`config.mk`:
```
export PLATFORM = sky130hd
export DESIGN_NAME = ysyx_24090018_pc_unit
export DESIGN_NICKNAME = d
export VERILOG_FILES = /design/src/rtl/ysyx_24090018_pc_unit.sv
export SDC_FILE = /design/constraint.sdc
export NUM_CORES = 1
export LEC_CHECK = 0
export CAP_MARGIN = 20
export CORE_MARGIN = 3
export CORE_UTILIZATION = 32
export DETAILED_ROUTE_END_ITERATION = 7
export GPL_TIMING_DRIVEN = 0
export MAX_ROUTING_LAYER = met4
export PLACE_DENSITY_LB_ADDON = 0.05
export SLEW_MARGIN = 15
export SYNTH_ARGS = -nofsm -noshare
export SYNTH_HDL_FRONTEND = slang
export SYNTH_SLANG_ARGS = --single-unit
export TNS_END_PERCENT = 30
```
`constraint.sdc`:
```
create_clock -name clk -period 3.8 [get_ports clk]
set_clock_uncertainty 0.2 [all_clocks]
set_input_delay 0.76 -clock clk [delete_from_list [all_inputs] [get_ports clk]]
set_output_delay 0.76 -clock clk [all_outputs]
set_load 0.02 [all_outputs]
```
`src/rtl/ysyx_24090018_pc_unit.sv`:
```
// ysyx_24090018_pc_unit
// Program-counter unit for the JX500 multi-cycle core. It offers the current PC
// to the IFU through a valid/ready handshake. It then waits for the commit stage
// to report a sequential advance, a redirect or a trap. It also counts retired
// (non-trap) instructions.
//
// Optional feature macro: YSYX_24090018_PC_ALIGN_CHECK_EN
//   When this macro is defined, a redirect target that is not a multiple of
//   INST_BYTES is turned into a trap entry (pc <- trap_vec_i). In that case
//   misalign_o pulses and misalign_pc_o captures the bad target. When the macro
//   is undefined, targets are taken as-is and both misalign outputs stay 0.
module ysyx_24090018_pc_unit #(
  parameter int                    ADDR_WIDTH = 32,
  parameter logic [ADDR_WIDTH-1:0] RESET_ADDR = 32'h8000_0000,
  parameter int                    INST_BYTES = 4,
  parameter int                    CNT_WIDTH  = 64
) (
  input  logic                  clk,
  input  logic                  rst,
  output logic [ADDR_WIDTH-1:0] pc_o,
  output logic                  pc_valid_o,
  input  logic                  ifu_ready_i,
  input  logic                  commit_valid_i,
  input  logic                  redirect_i,
  input  logic [ADDR_WIDTH-1:0] redirect_pc_i,
  input  logic                  trap_i,
  input  logic [ADDR_WIDTH-1:0] trap_vec_i,
  output logic [CNT_WIDTH-1:0]  retire_cnt_o,
  output logic                  misalign_o,
  output logic [ADDR_WIDTH-1:0] misalign_pc_o
);

  typedef enum logic [1:0] {
    BOOT = 2'd0,
    REQ  = 2'd1,
    WAIT = 2'd2
  } state_e;

  localparam logic [ADDR_WIDTH-1:0] PC_STEP  = ADDR_WIDTH'(INST_BYTES);
  localparam logic [CNT_WIDTH-1:0]  CNT_STEP = CNT_WIDTH'(1);

  state_e                state_r;
  state_e                state_nxt_s;
  logic [ADDR_WIDTH-1:0] pc_r;
  logic [ADDR_WIDTH-1:0] pc_nxt_s;
  logic                  pc_valid_r;
  logic                  pc_valid_nxt_s;
  logic [CNT_WIDTH-1:0]  retire_cnt_r;
  logic [CNT_WIDTH-1:0]  retire_cnt_nxt_s;
  logic                  misalign_r;
  logic                  misalign_nxt_s;
  logic [ADDR_WIDTH-1:0] misalign_pc_r;
  logic [ADDR_WIDTH-1:0] misalign_pc_nxt_s;
  logic                  bad_target_s;

`ifdef YSYX_24090018_PC_ALIGN_CHECK_EN
  // INST_BYTES is a power of two, so the low bits give the remainder.
  localparam logic [ADDR_WIDTH-1:0] ALIGN_MASK = ADDR_WIDTH'(INST_BYTES - 1);

  // Returns 1 when addr is not a whole multiple of INST_BYTES.
  function automatic logic is_misaligned(input logic [ADDR_WIDTH-1:0] addr);
    return |(addr & ALIGN_MASK);
  endfunction

  assign bad_target_s = is_misaligned(redirect_pc_i);
`else
  assign bad_target_s = 1'b0;
`endif

  // FSM state register; reset always returns to BOOT.
  always_ff @(posedge clk or posedge rst) begin
    if (rst) begin
      state_r <= BOOT;
    end else begin
      state_r <= state_nxt_s;
    end
  end

  // Next-state and next-output logic; holding everything is the default.
  always_comb begin
    state_nxt_s       = state_r;
    pc_nxt_s          = pc_r;
    pc_valid_nxt_s    = pc_valid_r;
    retire_cnt_nxt_s  = retire_cnt_r;
    misalign_nxt_s    = 1'b0;
    misalign_pc_nxt_s = misalign_pc_r;
    case (state_r)
      BOOT: begin
        state_nxt_s    = REQ;
        pc_valid_nxt_s = 1'b1;
      end
      REQ: begin
        // A stray commit while offering is ignored.
        if (ifu_ready_i) begin
          state_nxt_s    = WAIT;
          pc_valid_nxt_s = 1'b0;
        end else begin
          state_nxt_s    = REQ;
          pc_valid_nxt_s = 1'b1;
        end
      end
      WAIT: begin
        if (commit_valid_i) begin
          state_nxt_s    = REQ;
          pc_valid_nxt_s = 1'b1;
          if (trap_i) begin
            pc_nxt_s = trap_vec_i;
          end else if (redirect_i && bad_target_s) begin
            // A bad target becomes a trap and does not retire.
            pc_nxt_s          = trap_vec_i;
            misalign_nxt_s    = 1'b1;
            misalign_pc_nxt_s = redirect_pc_i;
          end else if (redirect_i) begin
            pc_nxt_s         = redirect_pc_i;
            retire_cnt_nxt_s = retire_cnt_r + CNT_STEP;
          end else begin
            pc_nxt_s         = pc_r + PC_STEP;
            retire_cnt_nxt_s = retire_cnt_r + CNT_STEP;
          end
        end else begin
          state_nxt_s    = WAIT;
          pc_valid_nxt_s = 1'b0;
        end
      end
      default: begin
        state_nxt_s    = BOOT;
        pc_valid_nxt_s = 1'b0;
      end
    endcase
  end

  // Output registers: every output comes straight from a flop.
  always_ff @(posedge clk or posedge rst) begin
    if (rst) begin
      pc_r          <= RESET_ADDR;
      pc_valid_r    <= 1'b0;
      retire_cnt_r  <= '0;
      misalign_r    <= 1'b0;
      misalign_pc_r <= '0;
    end else begin
      pc_r          <= pc_nxt_s;
      pc_valid_r    <= pc_valid_nxt_s;
      retire_cnt_r  <= retire_cnt_nxt_s;
      misalign_r    <= misalign_nxt_s;
      misalign_pc_r <= misalign_pc_nxt_s;
    end
  end

  assign pc_o          = pc_r;
  assign pc_valid_o    = pc_valid_r;
  assign retire_cnt_o  = retire_cnt_r;
  assign misalign_o    = misalign_r;
  assign misalign_pc_o = misalign_pc_r;

endmodule
```
==> impl_metrics.yaml <==
detailed_routing:
  drtIter0Drc: 366
  wirelength_mm: 17.7
  drt_pass1_iterations: 5
  wl_per_cell_um: 17.4
  via_per_inst: 4.96
  vias: 5031
  drc: 0
  postRouteAntennaNets: 0
sta:
  layout_setup_ws_ns: 0.747
  tightest_slew_ns: 0.882
  period_needed_ns: 3.05
  hold_violations: 0
  finalCritPeriodShare_pct: 80.3
  setup_viol: 0
  maxSlewViolCount: 0
  fmax_mhz: 328
  rsz0062_at_grt: "no"
  slew-limit-headroom_pct: 40.7
global_routing:
  grt_pass1_vias: 4830
  antenna_found_initial: 0
  grt_overflow: 0
  grt_use_total_pct: 19.2
  grt_pass1_wl_mm: 27.1
  grt_max_degree: 73
clocking:
  insertion_delay_ns: 0.35
  numCtsBuffers: 9
  cts_root_buf: "clkbuf_16"
  post_cts_buffers: 0
  holdBufCountCts: 0
  cts_buffer_depth: 2
  cts_resized: 0
  cts.sinks: 98
  htreeDepth: 3
  clkTransAtPathRegs_ns: 0.07
  cts_tree: "built"
cells_and_area:
  fin_area_mm2: 0.00785
  num-nets-final: 861
  area_growth_pct: 43.3
  antenna-diode-count: 0
  drive_gt1_share_pct: 10.6
die:
  dieArea_mm2: 0.0187
  start_util_pct: 32.9
  core_mm2: 0.0166
  die_x_um: 137
  die_h_um: 137
  ios: 200
  rows: 47
worst_setup_path:
  crit_buf_inv: 2
  critPathArrivalTime_ns: 3.09
  crit_slowest_cell: "nor4_2"
  crit_chain: "clkdlybuf4s50_1, nand4b_1, nand4bb_1, clkbuf_1, nor4_2, nand4_1, xnor2_1"
  path_delay_family: "simple AND/OR/NAND/NOR gates"
  end_kind: "flop"
  crit_required_ns: 3.83
  start_kind: "input port"
  cp_max_fo: 8
  path_class: "in -> reg"
  slowest_delay_ns: 0.83
synth:
  postSynthAreaPerCell_um2: 9.43
  synth_top_area_share_pct: 44.3
  ys_seq_area_share_pct: 44.8
  async_reset_ff_share_pct: 100
  ys.warnings.count: 0
  synthDistinctLibCells: 63
  ys_seq_elements: 98
  synth_edf_count: 0
  synth_ff_type: "dfrtp_1"
  yosys-top-cells-area: "dfrtp_1 (44%), xnor2_1 (6.4%), buf_4 (4.5%), o21ai_0 (4.2%), xor2_1 (3.7%)"
  syn-instance-count: 581
  synth_area_leader_cell: "dfrtp_1"
  netlist_area_mm2: 0.00548
placed_design:
  port_buffers: 164
  place.gp.congestion: 0.889
  placed_area_mm2: 0.00755
  place_ws_ns: 0.322
  dp_hpwl_mm: 13.1
power:
  vdd_drop_max_v: 0.000255
  power_density_mw_per_mm2: 465
  p_leak_nw: 3.36
run_status:
  status: "finished clean"
worst_hold_path:
  holdCritPathClass: "reg -> reg"
run:
  cap_violations: 0
[report_power, final]
group / switching [mW] / leakage, nW / internal (mW) / total [mW]
Combinational: 0.633 / 1.94 / 0.561 / 1.19
Sequential: 0.270 / 1.28 / 1.23 / 1.50
Clock: 0.442 / 0.140 / 0.517 / 0.959
Total: 1.35 / 3.36 / 2.31 / 3.65
[final timing paths]
check | start | to | slack, ns | cells past startpoint
hold / removal | retire_cnt_o[63]$_DFFE_PP0P_ | retire_cnt_o[63]$_DFFE_PP0P_ | 0.28 | 1
min in group asynchronous | rst | retire_cnt_o[41]$_DFFE_PP0P_ | 0.56 | 2
max in group asynchronous | rst | pc_o[31]$_DFFE_PP1P_ | 2.14 | 3
setup reg to reg | state_r[0]$_DFF_PP0_ | retire_cnt_o[38]$_DFFE_PP0P_ | 1.12 | 6
hold reg to reg | retire_cnt_o[63]$_DFFE_PP0P_ | retire_cnt_o[63]$_DFFE_PP0P_ | 0.28 | 1
setup / recovery | commit_valid_i | retire_cnt_o[38]$_DFFE_PP0P_ | 0.75 | 7
[cells in the mapped netlist (4+ instances only)]
| cell | n |
|---|---|
| o22ai_1 | 9 |
| a22oi_1 | 7 |
| xnor2_1 | 40 |
| or2_2 | 4 |
| a22o_1 | 5 |
| and3_1 | 12 |
| xor2_1 | 23 |
| nand3_2 | 5 |
| buf_4 | 33 |
| nor3_1 | 14 |
| inv_1 | 20 |
| o21ai_0 | 46 |
| nand2_1 | 51 |
| a222oi_1 | 5 |
| a21oi_1 | 22 |
| nand4_1 | 22 |
| a221oi_1 | 5 |
| nor4_1 | 6 |
| clkbuf_1 | 16 |
| nor2_1 | 42 |
| buf_6 | 4 |
| nand3_1 | 28 |
| dfrtp_1 | 97 |
| o31a_1 | 4 |
| and4_1 | 6 |
[routing by layer]
metal	vias up	share of wire (%)	global-route usage [%]
li1	2426	-	-
met1	2411	45	25.9
met2	190	47	29.3
met3	4	8.0	5.44
met4	0	0.36	3.22
met5	-	0	-
[state kept, by name, summed over array words and instances, names as in the netlist]
signal and cells:
retire_cnt_o 64, state_r 2, pc_o 32
[per-stage QoR]
step	power, mW	util [%]	setup TNS, ns	hold slack (ns)	cells
5_1_grt	3.86	47.2	0	0.307	1014
3_3_place_gp	2.69	45.1	-142.49	0.272	997
2_1_floorplan	2.07	-	0	0.369	613
6_report	3.65	47.2	0	0.280	1014
4_1_cts	3.69	47.2	0	0.281	1014
3_5_place_dp	2.71	45.3	0	0.271	998
[final cells by class]
type                       instances  area [um^2]
timing repair buffer             165         1670
tap                              220          275
inverter                          20         80.1
sequential                        98         2450
multi-input combinational        436         2670
clock inverter                     7         77.6
clock buffer                       9          225
buffer                            59          403
fill                            1609         8790
[logic make-up after synthesis]
kind of cell | after synthesis | share of synthesized area (%)
buf+inv | 79 | 8.73
simple gates | 216 | 21.6
fa+ha+maj | 2 | 0.457
mux | 3 | 0.571
other cells | 1 | 0.0685
flops | 98 | 44.8
xor+xnor | 63 | 10.1
compound gates | 119 | 13.7
[cells in the final DEF (no fill, tap or decap), types with 14 or more instances in the layout]
cell type,Yosys,routed
inv_1,20,19
o21ai_0,46,46
clkdlybuf4s50_1,0,164
nand2_1,51,51
conb_1,1,33
a21oi_1,22,22
nand3_1,28,28
xor2_1,23,23
nor3_1,14,14
nand4_1,22,22
dfrtp_1,97,97
xnor2_1,40,40
nor2_1,42,42
buf_4,33,33
clkbuf_1,16,16
(Power assumes the default switching activity.)
